==> src/rtl/lane_gen_pkg.sv <==
// Shared types and constants for the lane pattern generator.
// Imported by the interface, the PRBS lanes and the top.
package lane_gen_pkg;

   typedef enum logic [1:0] {
      IDLE,
      ALIGN,
      DATA
   } state_t;

   typedef enum logic [1:0] {
      MODE_ZERO  = 2'd0,
      MODE_PRBS  = 2'd1,
      MODE_CNT   = 2'd2,
      MODE_FIXED = 2'd3
   } mode_t;

   localparam int PRBS_LEN    = 31;
   localparam int PRBS_TAP_HI = 30;
   localparam int PRBS_TAP_LO = 27;

   localparam logic [7:0] DEF_COMMA = 8'hBC;

endpackage

==> src/rtl/lane_gen_if.sv <==
// Control and lane bus between the generator and its consumer.
// The generator drives lane data; the consumer drives tready.
interface lane_gen_if #(
   parameter int LANS  = 4,
   parameter int BYTES = 4
);

   logic                      en;
   logic [1:0]                mode;
   logic [7:0]                fixed_pat;
   logic                      inject_err;
   logic                      tready;
   logic [LANS*BYTES*8-1:0]   tdat;
   logic [LANS*BYTES-1:0]     tdatk;
   logic [LANS-1:0]           tdatv;
   logic [15:0]               err_cnt;

   modport master (
      input  en,
      input  mode,
      input  fixed_pat,
      input  inject_err,
      input  tready,
      output tdat,
      output tdatk,
      output tdatv,
      output err_cnt
   );

   modport slave (
      output en,
      output mode,
      output fixed_pat,
      output inject_err,
      output tready,
      input  tdat,
      input  tdatk,
      input  tdatv,
      input  err_cnt
   );

endinterface

==> src/rtl/lane_prbs31.sv <==
// One lane of PRBS-31: o_word holds the next NBITS output bits,
// and the register advances by NBITS steps when step is high.
module lane_prbs31
   import lane_gen_pkg::*;
#(
   parameter logic [30:0] SEED  = 31'h1,
   parameter int          NBITS = 32
) (
   input  logic             clk,
   input  logic             rst_n,
   input  logic             step,
   output logic [NBITS-1:0] o_word
);

   logic [PRBS_LEN-1:0] r_s;
   logic [PRBS_LEN-1:0] w_s_nxt;

   always_comb begin
      logic [PRBS_LEN-1:0] w_s;
      logic                w_n;
      w_s     = r_s;
      w_n     = 1'b0;
      o_word  = '0;
      for (int i = 0; i < NBITS; i++) begin
         w_n       = w_s[PRBS_TAP_HI] ^ w_s[PRBS_TAP_LO];
         o_word[i] = w_n;
         w_s       = {w_s[PRBS_LEN-2:0], w_n};
      end
      w_s_nxt = w_s;
   end

   always_ff @(posedge clk) begin
      if (!rst_n) begin
         r_s <= SEED;
      end else if (step) begin
         r_s <= w_s_nxt;
      end
   end

endmodule

==> src/rtl/lane_pattern_gen.sv <==
// Multi-lane stimulus source: K-comma alignment bursts followed by
// PRBS-31 / counter / fixed payload, with bit-error injection.
module lane_pattern_gen
   import lane_gen_pkg::*;
#(
   parameter int          LANS         = 4,
   parameter int          BYTES        = 4,
   parameter logic [7:0]  COMMA        = DEF_COMMA,
   parameter int          ALIGN_PERIOD = 256,
   parameter int          ALIGN_LEN    = 4
) (
   input  logic        clk,
   input  logic        rst_n,
   lane_gen_if.master  bus
);

   localparam int LB  = BYTES * 8;
   localparam int W   = LANS * LB;
   localparam int NB  = LANS * BYTES;
   localparam int WCW = (ALIGN_PERIOD > 2) ? $clog2(ALIGN_PERIOD) : 1;

   localparam logic [WCW-1:0] ALIGN_LAST = WCW'(ALIGN_LEN - 1);
   localparam logic [WCW-1:0] FRAME_LAST = WCW'(ALIGN_PERIOD - 1);

   state_t          r_state;
   state_t          w_state_nxt;
   mode_t           r_mode;
   logic [WCW-1:0]  r_wcnt;
   logic [7:0]      r_cnt8;
   logic            r_err_pend;
   logic [15:0]     r_err_cnt;
   logic [W-1:0]    r_tdat;
   logic [NB-1:0]   r_tdatk;
   logic [LANS-1:0] r_tdatv;

   logic            w_adv;
   logic            w_start;
   logic            w_stop;
   logic            w_iss_algn;
   logic            w_iss_data;
   logic            w_wrap;
   logic            w_consume;
   logic            w_prbs_step;
   logic [W-1:0]    w_prbs;
   logic [W-1:0]    w_payload;

   assign w_adv       = !r_tdatv[0] || bus.tready;
   assign w_consume   = w_iss_data && r_err_pend;
   assign w_prbs_step = w_iss_data && (r_mode == MODE_PRBS);

   always_ff @(posedge clk) begin
      if (!rst_n) begin
         r_state <= IDLE;
      end else begin
         r_state <= w_state_nxt;
      end
   end

   always_comb begin
      w_state_nxt = r_state;
      w_start     = 1'b0;
      w_stop      = 1'b0;
      w_iss_algn  = 1'b0;
      w_iss_data  = 1'b0;
      w_wrap      = 1'b0;
      if (w_adv) begin
         unique case (r_state)
            IDLE: begin
               if (bus.en) begin
                  w_state_nxt = ALIGN;
                  w_start     = 1'b1;
               end
            end
            ALIGN: begin
               if (!bus.en) begin
                  w_state_nxt = IDLE;
                  w_stop      = 1'b1;
               end else begin
                  w_iss_algn = 1'b1;
                  if (r_wcnt == ALIGN_LAST) begin
                     w_state_nxt = DATA;
                  end
               end
            end
            DATA: begin
               // Disable takes priority over the frame wrap.
               if (!bus.en) begin
                  w_state_nxt = IDLE;
                  w_stop      = 1'b1;
               end else begin
                  w_iss_data = 1'b1;
                  if (r_wcnt == FRAME_LAST) begin
                     w_wrap      = 1'b1;
                     w_state_nxt = ALIGN;
                  end
               end
            end
            default: begin
               w_state_nxt = IDLE;
            end
         endcase
      end
   end

   genvar l;
   generate
      for (l = 0; l < LANS; l++) begin : g_lane
         lane_prbs31 #(
            .SEED  (31'(1) << l),
            .NBITS (LB)
         ) u_prbs (
            .clk    (clk),
            .rst_n  (rst_n),
            .step   (w_prbs_step),
            .o_word (w_prbs[l*LB +: LB])
         );
      end
   endgenerate

   always_comb begin
      w_payload = '0;
      unique case (r_mode)
         MODE_PRBS: begin
            w_payload = w_prbs;
         end
         MODE_CNT: begin
            for (int ln = 0; ln < LANS; ln++) begin
               for (int b = 0; b < BYTES; b++) begin
                  w_payload[(ln*BYTES+b)*8 +: 8] = r_cnt8 + 8'(b);
               end
            end
         end
         MODE_FIXED: begin
            w_payload = {NB{bus.fixed_pat}};
         end
         default: begin
            w_payload = '0;
         end
      endcase
   end

   always_ff @(posedge clk) begin
      if (!rst_n) begin
         r_mode     <= MODE_ZERO;
         r_wcnt     <= '0;
         r_cnt8     <= '0;
         r_err_pend <= 1'b0;
         r_err_cnt  <= '0;
         r_tdat     <= '0;
         r_tdatk    <= '0;
         r_tdatv    <= '0;
      end else begin
         // A pulse arriving as the pending error is spent starts a new one.
         r_err_pend <= w_consume ? bus.inject_err
                                 : (r_err_pend | bus.inject_err);
         if (w_start) begin
            r_mode <= mode_t'(bus.mode);
            r_wcnt <= '0;
         end
         if (w_stop) begin
            r_tdat  <= '0;
            r_tdatk <= '0;
            r_tdatv <= '0;
         end
         if (w_iss_algn) begin
            r_tdat  <= {NB{COMMA}};
            r_tdatk <= '1;
            r_tdatv <= '1;
            r_wcnt  <= r_wcnt + 1'b1;
         end
         if (w_iss_data) begin
            r_tdat  <= w_payload ^ W'(w_consume);
            r_tdatk <= '0;
            r_tdatv <= '1;
            if (w_wrap) begin
               r_wcnt <= '0;
               r_mode <= mode_t'(bus.mode);
            end else begin
               r_wcnt <= r_wcnt + 1'b1;
            end
            if (r_mode == MODE_CNT) begin
               r_cnt8 <= r_cnt8 + 8'(BYTES);
            end
            if (w_consume && (r_err_cnt != 16'hFFFF)) begin
               r_err_cnt <= r_err_cnt + 16'd1;
            end
         end
      end
   end

   assign bus.tdat    = r_tdat;
   assign bus.tdatk   = r_tdatk;
   assign bus.tdatv   = r_tdatv;
   assign bus.err_cnt = r_err_cnt;

endmodule

==> src/flat_wrapper.sv <==
// flat-port wrapper written by rule: the top's interface ports become plain ports
module lane_pattern_gen_flat import lane_gen_pkg::*;
#(
   parameter int          LANS         = 4,
   parameter int          BYTES        = 4,
   parameter logic [7:0]  COMMA        = DEF_COMMA,
   parameter int          ALIGN_PERIOD = 256,
   parameter int          ALIGN_LEN    = 4
)
  (clk, rst_n, bus_en, bus_mode, bus_fixed_pat, bus_inject_err, bus_tready, bus_tdat, bus_tdatk, bus_tdatv, bus_err_cnt);
  lane_gen_if #(.LANS(LANS), .BYTES(BYTES)) bus_i ();
  input  logic clk;
  input  logic rst_n;
  input wire logic [$bits(bus_i.en)-1:0] bus_en;
  input wire logic [$bits(bus_i.mode)-1:0] bus_mode;
  input wire logic [$bits(bus_i.fixed_pat)-1:0] bus_fixed_pat;
  input wire logic [$bits(bus_i.inject_err)-1:0] bus_inject_err;
  input wire logic [$bits(bus_i.tready)-1:0] bus_tready;
  output wire logic [$bits(bus_i.tdat)-1:0] bus_tdat;
  output wire logic [$bits(bus_i.tdatk)-1:0] bus_tdatk;
  output wire logic [$bits(bus_i.tdatv)-1:0] bus_tdatv;
  output wire logic [$bits(bus_i.err_cnt)-1:0] bus_err_cnt;
  assign bus_i.en = bus_en;
  assign bus_i.mode = bus_mode;
  assign bus_i.fixed_pat = bus_fixed_pat;
  assign bus_i.inject_err = bus_inject_err;
  assign bus_i.tready = bus_tready;
  assign bus_tdat = bus_i.tdat;
  assign bus_tdatk = bus_i.tdatk;
  assign bus_tdatv = bus_i.tdatv;
  assign bus_err_cnt = bus_i.err_cnt;
  lane_pattern_gen #(.LANS(LANS), .BYTES(BYTES), .COMMA(COMMA), .ALIGN_PERIOD(ALIGN_PERIOD), .ALIGN_LEN(ALIGN_LEN)) u_core (.clk(clk), .rst_n(rst_n), .bus(bus_i));
endmodule
==> config.mk <==
export PLATFORM = sky130hd
export DESIGN_NAME = lane_pattern_gen_flat
export DESIGN_NICKNAME = d
export VERILOG_FILES = /design/src/rtl/lane_gen_pkg.sv /design/src/rtl/lane_gen_if.sv /design/src/rtl/lane_prbs31.sv /design/src/rtl/lane_pattern_gen.sv /design/src/flat_wrapper.sv
export SDC_FILE = /design/constraint.sdc
export NUM_CORES = 1
export LEC_CHECK = 0
export ABC_AREA = 1
export CORE_MARGIN = 3
export CORE_UTILIZATION = 56
export DETAILED_ROUTE_END_ITERATION = 8
export PLACE_DENSITY = 0.81
export SLEW_MARGIN = 20
export SYNTH_ARGS = -nofsm -noshare
export SYNTH_HDL_FRONTEND = slang
export SYNTH_SLANG_ARGS = --single-unit
==> constraint.sdc <==
create_clock -name clk -period 2.2 [get_ports clk]
set_input_delay 0.66 -clock clk [delete_from_list [all_inputs] [get_ports clk]]
set_output_delay 0.66 -clock clk [all_outputs]
set_load 0.1 [all_outputs]
Yosys cells after proc, flatten, opt, wreduce, memory -nomap -nowiden --
Index checks and enable logic that the tools add are counted.
Word-level totals: memory bits (writable) 0, memories 0, ROM bits 0, input port bits 15, logic and storage cells 212, latch bits 0, register bits after elaboration 309
Operators by class: reduce and logical (&&, ||, !) cells 14, mux-type cells 37, divide/modulo/power cells 0, shifts and indexed selects 0, $add $sub $neg 6, equality and inequality tests 11, bitwise operators 131, $mul 0, $lt $le $gt $ge 0
Operators with widths (number):
- $mux W128 | 3
- $pmux W128 S3 | 1
- $xor A1 B1 Y1 | 128
- $xor A128 B1 Y128 | 1
- $mux W16 | 2
- $mux W8 | 4
- $add A16 B1 Y16 const B | 1
- $add A8 B1 Y8 const B | 2
- $add A8 B2 Y8 const B | 2
- $mux W2 | 8
- $ne A16 B16 Y1 const B | 1
- $mux W1 | 15
- $mux W4 | 3
- $add A8 B3 Y8 const B | 1
- $eq A8 B2 Y1 const B | 1
- $eq A8 B8 Y1 const B | 1
- $eq A2 B2 Y1 const B | 3
- $ne A3 B2 Y1 const B | 2
- $pmux W2 S3 | 1
- $reduce_bool A3 Y1 | 2
- $eq A2 B1 Y1 const B | 2
- $reduce_and A2 Y1 | 2
- $reduce_and A4 Y1 | 1
- $reduce_or A2 Y1 | 2
- other kinds (8) | 10

Longest topological paths before layout --
Gate-level depths: netlist (run 1).
depth in word-level cells 7, depth in mapped cells 15, depth with buffers taken out 13

By module --
Synthesis (run 1) repeated with hierarchy kept, for this count alone.
Second synthesis, totals: cell total of the unflattened synthesis 2049, area total of the unflattened synthesis 14169.8 um2
By module, submodules not included:
- lane_pattern_gen | area each 7930.1 um2, sequential area each 3303.2 um2, cells each 1185, instances 1
- lane_prbs31 (u_core.g_lane[2].u_prbs) | area each 1561.5 um2, sequential area each 620.6 um2, cells each 216, instances 1
- lane_prbs31 (u_core.g_lane[0].u_prbs) | area each 1560.2 um2, sequential area each 620.6 um2, cells each 218, instances 1
- lane_prbs31 (u_core.g_lane[1].u_prbs) | area each 1560.2 um2, sequential area each 620.6 um2, cells each 215, instances 1
- lane_prbs31 (u_core.g_lane[3].u_prbs) | area each 1557.7 um2, sequential area each 620.6 um2, cells each 215, instances 1

Worst setup path before layout (run 1) --
Ideal clock, no wire load.
kind register to register, from reg u_core.r_err_cnt[1], in the netlist u_core.bus.err_cnt[1], to reg u_core.r_err_cnt[13], in the netlist u_core.bus.err_cnt[13], stages on the path, launching flop included 9, buffers on the path 1, slack -0.103 ns, library setup time 0.070 ns, data arrival time 2.233 ns, path through dfxtp_1 ha_1 inv_1 nor2_2 nand2_1 o21ai_2 buf_4 nand2_1 a21oi_1
Between the ends: word-level cells in the longest chain between the ends 3
RTL lines:
- start, declared | RTL line lane_pattern_gen.sv:31 | logic [15:0] r_err_cnt;
- start signal, assigned | RTL line lane_pattern_gen.sv:185 | r_err_cnt <= r_err_cnt + 16'd1;
- branches (longest 3 deep; another with $add A16 B1 Y16)
Several ways; the timed one is not identified. A chain may end at the register's enable or synchronous reset.

Final worst setup path (run 1) --
from reg u_core.r_tdatk[14], in the netlist u_core.bus.tdatk[14], to out bus_tdatk[14]
RTL lines:
- start, declared | RTL line lane_pattern_gen.sv:33 | logic [NB-1:0] r_tdatk;
- start signal, assigned | RTL line lane_pattern_gen.sv:150 | r_tdatk <= '0;
- start signal, assigned | RTL line lane_pattern_gen.sv:162 | r_tdatk <= '0;
- start signal, assigned | RTL line lane_pattern_gen.sv:167 | r_tdatk <= '1;
- end, declared | RTL line flat_wrapper.sv:20 | output wire logic [$bits(bus_i.tdatk)-1:0] bus_tdatk;
No word-level cell between the ends.

==> results.yml, run 1 <==
status:
  run_status: "complete, but fails checks"
  failing_checks: "DRC"
placement:
  place_ws_ps: -209
  buffer_ports.inserted: 178
  numPlacedInstances: 2359
  dpl_cell_area_sq_um: 16600
  routabilityCongestion: 0.913
  dp_hpwl_microns: 27700
clock_network:
  tritoncts.num_buffers: 30
  cts_resized: 1
  tritoncts: "built"
  h_tree_depth: 1
  cts.path.max_buffers: 3
  cts_hold_buffers: 0
  post_cts.repair.setup_buffers: 0
  cts.sinks: 289
  worstSkewPairLatency_ps: 550
  clk_pin_slew_ps: 60
  clock_tree.root_cell: "clkbuf_16"
critical_path:
  worstSetupEndpointType: "output port"
  crit_path_max_fanout: 16
  timing.critical_path.required_ps: 1540
  criticalPathCategory: "reg2out"
  setup.worst_path.start_class: "register"
  worstPathArrival_ps: 1410
yosys:
  ys_warn_count: 0
  post_synthesis_mean_instance_area_sq_um: 7.08
  synth_seq_area_share_pct: 42.8
  post_synthesis_register_bit_count: 289
  synth_fp_nets: 1929
  ys_top_cells_by_count: "nand2_1, dfxtp_1, a21oi_1, o21ai_0, inv_1"
  synth_top_cells_by_area: "dfxtp_1, nand2_1, a21oi_1, o21ai_0, xor2_1"
  number_of_synthesized_flops_with_an_enable_pin: 0
  post-synth-top-area-fraction_pct: 42.8
  synth_top_cell_by_area: "dfxtp_1"
  postSynth.asyncResetShare_pct: 0
  yosysUniqueCellTypes: 30
  syn-instance-count: 1907
  synthesis.area_sq_um: 13500
  synthMostInstantiatedCell: "nand2_1"
  synth_flop_cell: "dfxtp_1"
detailed_routing:
  avgViaCountPerCell: 5.49
  drc: 1
  dr.first_iter.drc_count: 1191
  dr.pass1.iters: 9
  detailroute.wirelength.met2_microns: 17200
  met3WireLength_microns: 3590
  detail-route-antenna-nets: 0
  avgRoutedWirePerCell_microns: 16.3
  highest_layer: "met4"
  finalWirelength_microns: 39400
  via_count: 13300
  wire_length_on_met1_microns: 17400
timing:
  tightestPinTransition_ps: 775
  hold_viol_final: 0
  timing.final.crit_share_pct: 94.3
  setup_viol: 0
  fin_skew_ps: 11.6
  timing.final.ws_setup_ps: 126
  max_clock_freq_mhz: 482
  rsz0062_at_grt: "false"
  fin_tns_setup_ps: 0
  final-max-slew-violation-count: 0
  finalCriticalPeriod_ps: 2070
  timing.slew.headroom_pct: 47.8
pwr:
  p_per_area_nw_per_um2: 1220
  post-layout-total-power_w: 0.0215
  p_leak_nw: 7.77
  max-vdd-ir-drop_mv: 1.26
die:
  placeableCoreArea_sq_um: 23600
  die_width_microns: 161
  die_h_microns: 161
  floorplan.rows: 56
  initial_core_util_pct: 57.2
  design.portCount: 179
  fp.dieArea_sq_um: 26000
grt:
  track_usage_pct: 29.1
  grt_start_max_net_pins: 67
  antenna_found_initial: 0
  grt_overflow: 0
  first_pass_grt_wire_length_microns: 63300
  grt_pass1_vias: 12400
hold_path:
  timing.hold.worst.class: "reg2reg"
layout:
  drive_above_1_share_pct: 15.7
  layout-area-overhead-vs-synth_pct: 30.5
  n_antenna_cell: 0
  layout.nets: 2094
  multi_input_combinational_cell_area_sq_um: 6550
  sequential_cell_area_sq_um: 5790
  post_layout_nonfiller_instances: 2415
  post_route_cell_area_sq_um: 17600
  fillerInstances: 1686
run:
  drv_cap: 0
[worst paths after layout]
check	from	end	depth (start not counted)	slack [ps]
hold / removal	u_core.bus.tdat[54]	u_core.bus.tdat[54]	2	460
setup reg to reg	u_core.r_mode[1]	u_core.bus.tdat[43]	9	210
setup / recovery	u_core.bus.tdatk[14]	bus_tdatk[14]	2	130
hold reg to reg	u_core.bus.tdat[54]	u_core.bus.tdat[54]	2	460
[power breakdown]
part | internal [W] | leakage (nW) | total [W] | switching [W]
Clock | 0.00289 | 0.489 | 0.00500 | 0.00211
Sequential | 0.00587 | 2.35 | 0.00646 | 0.000587
Combinational | 0.00304 | 4.94 | 0.0100 | 0.00698
Total | 0.0118 | 7.77 | 0.0215 | 0.00969
[stage by stage]
step	hold WS, ps	utilization, %
finish	465	74.7
global route	491	74.7
CTS	464	74.7
detailed placement	451	70.5
global placement	451	70.5
floorplan	444	-
[layout by cell type, fill, tap and decap left out, drive strengths merged, types with 35 or more instances in the layout]
| cell | instances |
|---|---|
| nand2 | 611 |
| inv | 132 |
| a21oi | 243 |
| clkbuf | 47 |
| dfxtp | 289 |
| o21ai | 160 |
| buf | 251 |
| xnor2 | 40 |
| o21a | 35 |
| nor2 | 88 |
| xor2 | 66 |
| nand3 | 75 |
[final cells by class]
class,instances,area share (%)
multi-input combinational,1354,37.1
sequential,289,32.8
timing repair buffer,264,19.3
clock buffer,47,5.25
inverter,133,2.85
tap,319,2.26
clock inverter,9,0.334
[state kept, by name (all words and copies together) (netlist names), 2 cells and up]
| signal | cells |
|---|---|
| u_core.r_mode | 2 |
| u_core.bus.tdat | 128 |
| u_core.r_cnt8 | 6 |
| u_core.r_state | 2 |
| u_core.bus.err_cnt | 16 |
| u_core.g_lane.u_prbs.r_s | 124 |
| u_core.r_wcnt | 8 |
[kinds of logic (layout without fill, tap and decap cells)]
kind of cell / after synthesis / in the layout / synth area share [%]
AND/OR/NAND/NOR: 792 / 792 / 23.3
flip-flops: 289 / 289 / 42.8
buffers and inverters: 264 / 453 / 8.83
AO/OA/AOI/OAI: 449 / 449 / 17.5
XOR/XNOR: 106 / 106 / 6.87
adder cells (fa/ha/maj): 7 / 7 / 0.648
[worst max-delay path, cell delays in order (launching register included)]
cell and delay [ps]:
dfxtp_2 340, buf_6 300, buf_12 220
[per-layer routing]
| metal | up-vias | GRT usage, % |
|---|---|---|
| li1 | 6443 | - |
| met1 | 6094 | 41.5 |
| met2 | 635 | 44.5 |
| met3 | 97 | 5.80 |
| met4 | 0 | 9.62 |
| met5 | - | 0 |
(Power assumes the default switching activity.)
==> inputs of run 2 (changes only) <==
--- a/config.mk
+++ b/config.mk
@@ -9,7 +9,9 @@
 export CORE_MARGIN = 3
 export CORE_UTILIZATION = 56
 export DETAILED_ROUTE_END_ITERATION = 8
+export GPL_ROUTABILITY_DRIVEN = 0
 export PLACE_DENSITY = 0.81
+export SETUP_SLACK_MARGIN = 0.02
 export SLEW_MARGIN = 20
 export SYNTH_ARGS = -nofsm -noshare
 export SYNTH_HDL_FRONTEND = slang
==> run 2 against run 1 <==
The flow now finishes without violations; die area stayed put; combinational power hardly changed; fmax is 0.87% lower; clock power hardly changed; first-iteration DRC count is 21% higher; sequential power hardly changed; wire length is 1.3% higher; global-route usage is 0.53 points higher; non-clock buffer count is 12 lower; cell count is 0.62% lower; count of clock-buffer cells in the layout is 4 lower; register-to-register slack worse by 80 ps; critical path type is now in2reg; critical endpoint is now u_core.bus.tdat[13].
==> results.yml, run 2 (synthesized netlist as in run 1, its figures left out) <==
placement:
  dp_hpwl_microns: 27500
  numPlacedInstances: 2347
  buffer_ports.inserted: 178
layout:
  number_of_flip_flops_in_the_largest_register: 128
  layout-area-overhead-vs-synth_pct: 29.7
  drive_above_1_share_pct: 15.3
  multi_input_combinational_cell_area_sq_um: 6580
  post_layout_nonfiller_instances: 2400
  fillerInstances: 1744
  n_antenna_cell: 0
  layout.cells.most_common_list: "nand2_1, dfxtp_1, a21oi_1, o21ai_0, buf_4"
  sequential_cell_area_sq_um: 5790
  layout.nets: 2083
  layout_commonest_cell: "nand2_1"
  final_core_utilization_pct: 74.2
die:
  fp.dieArea_sq_um: 26000
  die_width_microns: 161
  floorplan.rows: 56
  initial_core_util_pct: 57.2
  die_h_microns: 161
  design.portCount: 179
  placeableCoreArea_sq_um: 23600
grt:
  track_usage_pct: 29.7
  grt_pass1_vias: 12500
  grt_overflow: 0
  antenna_found_initial: 0
  first_pass_grt_wire_length_microns: 64000
  grt_start_max_net_pins: 67
critical_path:
  path_common_cell: "buf_4"
  worstSetupEndpointType: "register"
  crit_path_max_fanout: 15
  worstPathArrival_ps: 2570
  cp_cell_sequence: "clkdlybuf4s50_1 > inv_1 > nand2_2 > nand2_2 > buf_4 > nor2_4 > buf_4 > inv_2 > buf_4 > nand3_1 > nand2_1 > inv_1"
  worst_path_largest_cell_delay_ps: 480
  setup.worst_path.start_class: "input pin"
  slowest_library_cell_on_the_worst_path: "clkdlybuf4s50_1"
  timing.critical_path.required_ps: 2670
  criticalPathCategory: "in2reg"
timing:
  max_clock_freq_mhz: 478
  setup_viol: 0
  tightestPinTransition_ps: 790
  post_route_worst_hold_slack_ps: 461
  final-max-slew-violation-count: 0
  timing.final.crit_share_pct: 95.1
  finalCriticalPeriod_ps: 2090
  hold_viol_final: 0
  fin_skew_ps: 16.9
  timing.slew.headroom_pct: 47.1
  rsz0062_at_grt: "true"
status:
  run_status: "finished clean"
clock_network:
  h_tree_depth: 1
  clock_tree.root_cell: "clkbuf_16"
  tritoncts.num_buffers: 29
  cts.sinks: 289
  cts_hold_buffers: 0
  clk_pin_slew_ps: 60
  tritoncts: "built"
  worstSkewPairLatency_ps: 540
  cts.path.max_buffers: 3
detailed_routing:
  dr.first_iter.drc_count: 1445
  avgRoutedWirePerCell_microns: 16.6
  finalWirelength_microns: 39800
  dr.pass1.iters: 6
  drc: 0
  via_count: 13300
  avgViaCountPerCell: 5.53
  detail-route-antenna-nets: 0
pwr:
  p_per_area_nw_per_um2: 1220
  max-vdd-ir-drop_mv: 1.17
  p_leak_nw: 7.70
hold_path:
  timing.hold.worst.class: "reg2reg"
run:
  drv_cap: 0
## run 2: changes by cell type in the layout (fill, tap and decap cells not counted), moves of 2 or more
cell       change
bufinv_16      +2
nor2_4         +3
buf_12         -2
clkbuf_16      -2
clkbuf_1       -2
buf_4         -11
## run 2: cell type report
class / instances / share of cell area (%)
multi-input combinational: 1356 / 37.5
sequential: 289 / 33.0
timing repair buffer: 252 / 18.8
clock buffer: 43 / 4.96
inverter: 133 / 2.86
tap: 319 / 2.28
clock inverter: 8 / 0.514
## run 2: per-stage QoR
stage / power (W) / area (sq um) / setup TNS (ps) / setup WS (ps)
6_report: 0.0213 / 17500 / 0 / 108
5_1_grt: 0.0221 / 17500 / -23.8 / -17.5
4_1_cts: 0.0212 / 17500 / 0 / 48.3
3_5_place_dp: 0.0162 / 16500 / -90080 / -713
2_1_floorplan: 0.0132 / 13500 / 0 / 74.5
3_3_place_gp: 0.0160 / 16500 / -79680 / -613
## run 2: worst paths after layout
path	slack [ps]	endpoint	cells after the start	start
worst min-delay path	460	u_core.bus.tdat[56]	2	u_core.bus.tdat[56]
worst min register to register	460	u_core.bus.tdat[56]	2	u_core.bus.tdat[56]
worst max register to register	130	u_core.bus.tdat[0]	14	u_core.r_state[1]
worst max-delay path	110	u_core.bus.tdat[13]	12	bus_tready
## run 2: power breakdown
| part | internal [W] | switching [W] | leakage (nW) |
|---|---|---|---|
| registers | 0.00587 | 0.000582 | 2.35 |
| clock network | 0.00294 | 0.00203 | 0.480 |
| logic | 0.00282 | 0.00706 | 4.87 |
## run 2: per-layer routing
| metal | GRT usage [%] | part of all wire, % | vias up |
|---|---|---|---|
| li1 | - | - | 6407 |
| met1 | 41.2 | 42 | 6129 |
| met2 | 47.0 | 45 | 655 |
| met3 | 5.90 | 10 | 80 |
| met4 | 9.07 | 2.7 | 0 |
| met5 | 0 | 0 | - |
## run 2: worst max-delay path: cells and delay by family
family,cells,cell delay (ps)
buffers and inverters,7,1220
AND/OR/NAND/NOR,5,680
## run 2: timing repair
action                                 CTS  global route
pin swaps                                1             2
setup endpoints to repair               69           107
gates cloned                             1             1
buffers inserted                         0             0
resized for setup                        3             8
endpoints found under the hold margin    0             0
